### src/rtl/nes_controller_reader_if.sv
// rtl/nes_controller_reader_if.sv - NES pad reader bus: tick/poll inputs, pad lines, button byte outputs
`timescale 1ns/1ps
interface nes_controller_reader_if;
    logic       tick;
    logic       start;
    logic       nes_data;
    logic       nes_latch;
    logic       nes_pulse;
    logic [7:0] buttons;
    logic       valid;
    logic       busy;

    modport master (
        output tick, start, nes_data,
        input  nes_latch, nes_pulse, buttons, valid, busy
    );

    modport slave (
        input  tick, start, nes_data,
        output nes_latch, nes_pulse, buttons, valid, busy
    );
endinterface

### src/rtl/nes_controller_reader.sv
// rtl/nes_controller_reader.sv - tick-paced NES pad LATCH/PULSE driver and 8-bit button shifter
// Optional NES_FRAME_FILTER_EN: publish a frame only when it matches the previous frame.
`timescale 1ns/1ps
module nes_controller_reader #(
    parameter int LATCH_TICKS = 2,
    parameter int CNT_W       = 2
) (
    input  logic                    clk,
    input  logic                    reset,
    nes_controller_reader_if.slave  bus
);
    typedef enum logic [2:0] {S_IDLE, S_LATCH, S_READ, S_PULSE, S_DONE} state_t;

    state_t           r_state;
    state_t           w_next;
    logic [CNT_W-1:0] r_cnt;
    logic [2:0]       r_idx;
    logic [7:0]       r_shift;
    logic [7:0]       r_buttons;
    logic             r_latch;
    logic             r_pulse;
    logic             r_valid;
    logic             r_busy;
    logic             w_latch_last;
    logic             w_accept;

    assign w_latch_last = (r_cnt == CNT_W'(LATCH_TICKS - 1));

`ifdef NES_FRAME_FILTER_EN
    logic [7:0] r_prev;
    assign w_accept = (r_shift == r_prev);
`else
    assign w_accept = 1'b1;
`endif

    always_ff @(posedge clk or posedge reset) begin
        if (reset) r_state <= S_IDLE;
        else       r_state <= w_next;
    end

    always_comb begin
        w_next = r_state;
        case (r_state)
            S_IDLE:  if (bus.start) w_next = S_LATCH;
            S_LATCH: if (bus.tick && w_latch_last) w_next = S_READ;
            S_READ:  if (bus.tick) w_next = (r_idx == 3'd7) ? S_DONE : S_PULSE;
            S_PULSE: if (bus.tick) w_next = S_READ;
            S_DONE:  w_next = S_IDLE;
            default: w_next = S_IDLE;
        endcase
    end

    // Pad lines and busy are registered from the next state so they align with the state itself.
    always_ff @(posedge clk or posedge reset) begin
        if (reset) begin
            r_cnt     <= '0;
            r_idx     <= 3'd0;
            r_shift   <= 8'h00;
            r_buttons <= 8'h00;
            r_latch   <= 1'b0;
            r_pulse   <= 1'b0;
            r_valid   <= 1'b0;
            r_busy    <= 1'b0;
`ifdef NES_FRAME_FILTER_EN
            r_prev    <= 8'h00;
`endif
        end else begin
            r_latch <= (w_next == S_LATCH);
            r_pulse <= (w_next == S_PULSE);
            r_busy  <= (w_next != S_IDLE);
            r_valid <= 1'b0;
            case (r_state)
                S_IDLE: if (bus.start) r_cnt <= '0;
                S_LATCH: begin
                    if (bus.tick && w_latch_last) r_idx <= 3'd0;
                    else if (bus.tick)            r_cnt <= r_cnt + 1'b1;
                end
                S_READ:  if (bus.tick) r_shift[r_idx] <= ~bus.nes_data;
                S_PULSE: if (bus.tick) r_idx <= r_idx + 3'd1;
                S_DONE: begin
                    if (w_accept) begin
                        r_buttons <= r_shift;
                        r_valid   <= 1'b1;
                    end
`ifdef NES_FRAME_FILTER_EN
                    r_prev <= r_shift;
`endif
                end
                default: ;
            endcase
        end
    end

    assign bus.nes_latch = r_latch;
    assign bus.nes_pulse = r_pulse;
    assign bus.buttons   = r_buttons;
    assign bus.valid     = r_valid;
    assign bus.busy      = r_busy;
endmodule

### src/flat_wrapper.sv
// flat-port wrapper written by rule: the top's interface ports become plain ports
module nes_controller_reader_flat 
#(
    parameter int LATCH_TICKS = 2,
    parameter int CNT_W       = 2
)
  (clk, reset, bus_tick, bus_start, bus_nes_data, bus_nes_latch, bus_nes_pulse, bus_buttons, bus_valid, bus_busy);
  nes_controller_reader_if bus_i ();
  input  logic clk;
  input  logic reset;
  input wire logic [$bits(bus_i.tick)-1:0] bus_tick;
  input wire logic [$bits(bus_i.start)-1:0] bus_start;
  input wire logic [$bits(bus_i.nes_data)-1:0] bus_nes_data;
  output wire logic [$bits(bus_i.nes_latch)-1:0] bus_nes_latch;
  output wire logic [$bits(bus_i.nes_pulse)-1:0] bus_nes_pulse;
  output wire logic [$bits(bus_i.buttons)-1:0] bus_buttons;
  output wire logic [$bits(bus_i.valid)-1:0] bus_valid;
  output wire logic [$bits(bus_i.busy)-1:0] bus_busy;
  assign bus_i.tick = bus_tick;
  assign bus_i.start = bus_start;
  assign bus_i.nes_data = bus_nes_data;
  assign bus_nes_latch = bus_i.nes_latch;
  assign bus_nes_pulse = bus_i.nes_pulse;
  assign bus_buttons = bus_i.buttons;
  assign bus_valid = bus_i.valid;
  assign bus_busy = bus_i.busy;
  nes_controller_reader #(.LATCH_TICKS(LATCH_TICKS), .CNT_W(CNT_W)) u_core (.clk(clk), .reset(reset), .bus(bus_i));
endmodule
### config.mk
export PLATFORM = sky130hd
export DESIGN_NAME = nes_controller_reader_flat
export DESIGN_NICKNAME = d
export VERILOG_FILES = /design/src/rtl/nes_controller_reader_if.sv /design/src/rtl/nes_controller_reader.sv /design/src/flat_wrapper.sv
export SDC_FILE = /design/constraint.sdc
export NUM_CORES = 1
export LEC_CHECK = 0
export ABC_CLOCK_PERIOD_IN_PS = 1400
export CORE_MARGIN = 1.5
export CORE_UTILIZATION = 48
export DETAILED_ROUTE_END_ITERATION = 8
export MAX_ROUTING_LAYER = met4
export PLACE_DENSITY = 0.74
export SLEW_MARGIN = 20
export SYNTH_ARGS = -nofsm -noshare
export SYNTH_HDL_FRONTEND = slang
export SYNTH_SLANG_ARGS = --single-unit
### constraint.sdc
create_clock -name clk -period 1.4 [get_ports clk]
set_input_delay 0.14 -clock clk [delete_from_list [all_inputs] [get_ports clk]]
set_output_delay 0.14 -clock clk [all_outputs]
set_load 0.005 [all_outputs]
# Yosys cells after proc, flatten, opt, wreduce, memory -nomap -nowiden
# Cells that the tools add are included.
# Widths: inputs -> output; s select.
# totals
regBits	28
output_inout_bits	12
word_cells	53
# op_classes
addsub	2
order_cmp	2
eq_ne	13
muxes	17
bitwise	1
reduce_logical	9
# op_table
operator	n
$mux 3	7
$pmux 3 s4	1
$eq 3x2->1 const B	3
$bwmux 8	1
$ne 2x2->1 const B	4
$eq 3x1->1 const B	2
$eq 3x3->1 const B	2
$mux 2	3
$pmux 3 s2	1
$lt 3x4->1 const B	1
$pmux 2 s2	1
$reduce_and 4->1	1
$reduce_bool 2->1	2
$add 3x1->3 const B	1
$demux 1 s3	1
$ge 3x1->1 const B	1
$logic_not 3->1	1
$reduce_and 3->1	1
$reduce_bool 3->1	1
$add 2x1->2 const B	1
$eq 2x1->1 const B	1
$logic_and 1x1->1	2
$mux 1	2
$ne 2x1->1 const B	1
other kinds (2)	2

# Longest topological paths before layout
# logic_depth
word_depth	5
mapped_depth	5
ltp_nobuf	5

# Worst setup path before layout
# No wires, ideal clock.
# synth_path
path_type	register -> register
from	register u_core.r_idx[0]
to	register u_core.r_busy (netlist: u_core.bus.busy)
setup_ps	67
arrival_time_ps	1317
t_required_ps	1333
path_slack_ps	16
path_stages_with_launch	6
n_path_buf	0
period_less_slack_ps	1384
path_cell_list	dfrtp_1 -> ha_1 -> ha_1 -> and3b_1 -> nor4_1 -> a311o_1
# synth_via
elab_chain_cells	5
# synth_lines
item	line	source
start, declared	nes_controller_reader.sv:17	logic [2:0] r_idx;
start signal, assigned	nes_controller_reader.sv:79	S_PULSE: if (bus.tick) r_idx <= r_idx + 3'd1;
$eq 3x3->1	nes_controller_reader.sv:46	S_READ: if (bus.tick) w_next = (r_idx == 3'd7) ? S_DONE : S_PULSE;
$mux 3 (2 in a row)	nes_controller_reader.sv:46	
$pmux 3 s4	nes_controller_reader.sv:43	case (r_state)
named net u_core.w_next[1]	nes_controller_reader.sv:15	state_t w_next;
$reduce_bool 3->1	nes_controller_reader.sv:70	r_busy <= (w_next != S_IDLE);
end signal, assigned	nes_controller_reader.sv:70	
end, declared	nes_controller_reader.sv:23	logic r_busy;
# The timed path passes the listed nets, and every way through them passes these cells.
# A chain may end at the register's enable or synchronous reset.

# Worst setup path after layout
# layout_path
from	register u_core.r_state[0]
to	register u_core.r_busy (netlist: u_core.bus.busy)
# layout_via
elab_chain_cells	3
# layout_lines
item	line	source
start, declared	nes_controller_reader.sv:14	state_t r_state;
start signal, assigned	nes_controller_reader.sv:38	else r_state <= w_next;
$eq 3x2->1 (tied with other cells)	nes_controller_reader.sv:43	
$pmux 3 s4 *	nes_controller_reader.sv:43	
$reduce_bool 3->1 *	nes_controller_reader.sv:70	
# Every way passes the cells marked *; elsewhere a longest branch is shown, timed or not.

==> impl_metrics.csv <==
group,metric,value,unit
power,peakVddDrop,1081,uV
floorplan,die_x,54.57,um
cts,clkLatencyLatePin,310,ps
cts,cts_buffers,3,
grt,grt_use_total,17.81,%
cts,clock-sinks,28,
setup_path,cp-start-kind,"flop",
routing,firstDrtPassIters,4,
timing,clock_skew,2.643,ps
placed_design,gp_congestion,0.8214,
cts,clock_path_buffers,2,
routing,drc,0,
power,seq_power_share,43.7,%
logic_synthesis,synth-async-reset-ratio,100.0,%
setup_path,crit_fanout,6,
placed_design,dp_hpwl,1.590,mm
timing,holdWs,176.3,ps
power,internal_power,0.001740,W
routing,vias_per_cell,5.558,
setup_path,critPathRequiredTime,1610,ps
placed_design,dpl_cell_area,0.001526,mm2
power,comb_power_share,41.9,%
logic_synthesis,synth-edff-count,0,
logic_synthesis,yosysWarnings,0,
cells_and_area,final_common_cell,"dfrtp_1",
power,powerDensity,1583,mW/mm2
floorplan,rows,18,
setup_path,crit_slowest_cell,"dfrtp_2",
routing,vias,906,
setup_path,setup.worst_path.class,"flop to flop",
worst_hold_path,hold_class,"primary input to async pin",
routing,drtIter0Drc,10,
grt,met3_usage,2.459,%
power,clockPowerShare,14.4,%
timing,period_share,97.04,%
setup_path,crit_chain,"buf_4, o211a_1, a311o_1",
timing,worst_slew_pin_slew,444.2,ps
setup_path,crit_buf_inv,1,
logic_synthesis,ys_seq_area_share,54.90,%
timing,setup_tns,0,ps
cts,htree_levels,1,
timing,slew_headroom,70.07,%
placed_design,io_buffers,16,
cells_and_area,antenna_cells,0,
timing,fmax,736.1,MHz
cts,cts.clk_slew.worst_paths,140,ps
timing,fin_crit,1359,ps
setup_path,slowest_delay,500,ps
floorplan,die-area,0.002977,mm2
setup_path,crit_family,"compound AO/OA/AOI/OAI gates",
logic_synthesis,syn_area,0.001276,mm2
power,p_leak,0.7359,nW
floorplan,ios,17,
logic_synthesis,synth-seq-cells,28,
grt,grt_max_degree,29,
floorplan,core,0.002500,mm2
cells_and_area,area_growth,28.73,%
cells_and_area,nets,142,
setup_path,cp-end-kind,"flop",
timing,final_hold_viol_count,0,
cts,cts_tree,"yes",
logic_synthesis,syn_nets,113,
cells_and_area,final_cell_mix,"dfrtp_1, clkdlybuf4s50_1, buf_4, mux2_2",
flow_run,drv_cap,0,
routing,ant_nets,0,
grt,grt_busiest_layer,"met2",
timing,setup_violations,0,
setup_path,arrival,1570,ps
timing,grt_setup_unrepaired,"yes",
logic_synthesis,synth_cells,105,
power,power_switching,0.0008607,W
power,p_sw_share,33.09,%
grt,grt_use_met2,28.51,%
cells_and_area,fill_cells,176,
grt,grt_pass1_wl,3.732,mm
cells_and_area,drive_above_1_share,30.83,%
routing,drt_wl_total,2.273,mm
logic_synthesis,avgSynthCellArea,12.15,um2
grt,grt_pass1_vias,836,
cells_and_area,finish.instance_area,0.001643,mm2
grt,antenna_found_initial,0,
grt,grt_overflow,0,
routing,wl_per_cell,13.94,um
logic_synthesis,synth_cell_types,36,
floorplan,start_util,51.05,%
grt,met1_usage,24.29,%
run_status,status,"finished clean",
floorplan,die_y,54.57,um
timing,drv_slew,0,
logic_synthesis,synthFlopType,"dfrtp_1",
cts,cts-root-buf,"clkbuf_4",
## through the flow
step | power [W] | std cells | utilization (%) | setup WS [ps]
3_3_place_gp | 0.002009 | 155 | 61.06 | -144.3
2_1_floorplan | 0.001712 | 105 | - | 15.64
4_1_cts | 0.002479 | 160 | 63.16 | 0.6073
3_5_place_dp | 0.002067 | 155 | 61.06 | -220.3
6_report | 0.002601 | 163 | 65.72 | 41.47
5_1_grt | 0.002799 | 163 | 65.72 | -22.29
## final cells by class
| class | instances | area (um2) | share of cell area [%] |
|---|---|---|---|
| well taps | 30 | 37.54 | 2.285 |
| repair buffers | 32 | 280.3 | 17.06 |
| multi-input cells | 65 | 570.5 | 34.73 |
| inverters | 4 | 15.01 | 0.9139 |
| flip-flops and latches | 28 | 703.2 | 42.80 |
| clock buffers | 4 | 36.28 | 2.209 |
## logic make-up after synthesis
logic type	synth area share, %
AOI/OAI and AO/OA	13.43
xor gates and xnor gates	0.6864
adders and majority gates	2.941
buffers and inverters	4.118
DFF	54.90
muxes	8.628
and+or+nand+nor	15.29
## Yosys cell counts, types with 2 or more instances
cell type | number | area share (%)
dfrtp_1 | 28 | 55
mux2_2 | 8 | 7.1
o21ai_0 | 6 | 2.4
a21oi_1 | 4 | 1.6
nor2_1 | 4 | 1.2
o31ai_1 | 4 | 2.4
a31oi_1 | 3 | 1.5
and3b_1 | 3 | 2.1
buf_2 | 3 | 1.2
ha_1 | 3 | 2.9
inv_1 | 3 | 0.88
nand3b_1 | 3 | 1.8
nor3_1 | 3 | 1.2
a22o_1 | 2 | 1.4
a32o_1 | 2 | 1.6
buf_1 | 2 | 0.59
clkbuf_1 | 2 | 0.59
mux2i_1 | 2 | 1.6
nand3_1 | 2 | 0.78
nor3b_1 | 2 | 1.2
## power by group through the flow
stage / Combinational, W / Clock [W] / Sequential (W)
final: 0.00109 / 0.000375 / 0.00114
after global routing: 0.00122 / 0.000418 / 0.00116
after CTS: 0.000966 / 0.000392 / 0.00112
after detailed placement: 0.000930 / 0 / 0.00114
after global placement: 0.000882 / 0 / 0.00113
after floorplan: 0.000616 / 0 / 0.00110
## repair_timing
item | in CTS | in global routing
hold buffers | 0 | 0
buffers inserted | 1 | 3
resized for setup | 2 | 11
endpoints found under the setup margin | 2 | 19
pin swaps | 2 | 0
## layer usage
layer / wire length, um / part of all wire (%) / up-vias
met5: 0 / 0 / -
met4: 0 / 0 / 0
met3: 50 / 2.2 / 0
met2: 1076 / 47 / 13
met1: 1146 / 50 / 450
li1: - / - / 443
## worst register-to-register path, delay by kind of cell, from the launching register on
kind            cells  cell delay, ps
compound gates      2             590
buf+inv             1             180
flops               1             500
## flip-flops by register name, summed over array words and instances, names as in the netlist, 2 cells and up
name                cells
u_core.bus.buttons      8
u_core.r_idx            3
u_core.r_shift          8
u_core.r_state          3
u_core.r_cnt            2
## final timing paths
path,from,end,slack [ps],depth (start not counted)
worst max-delay path,u_core.r_state[0],u_core.bus.busy,40,3
worst min-delay path,reset,u_core.r_cnt[0],180,3
worst max register to register,u_core.r_state[0],u_core.bus.busy,40,3
worst min register to register,u_core.r_shift[5],u_core.bus.buttons[5],520,1
max in group asynchronous,reset,u_core.r_state[2],950,3
min in group clk,u_core.r_shift[5],u_core.bus.buttons[5],520,1
Note: power is estimated with default switching activity, not from simulation.
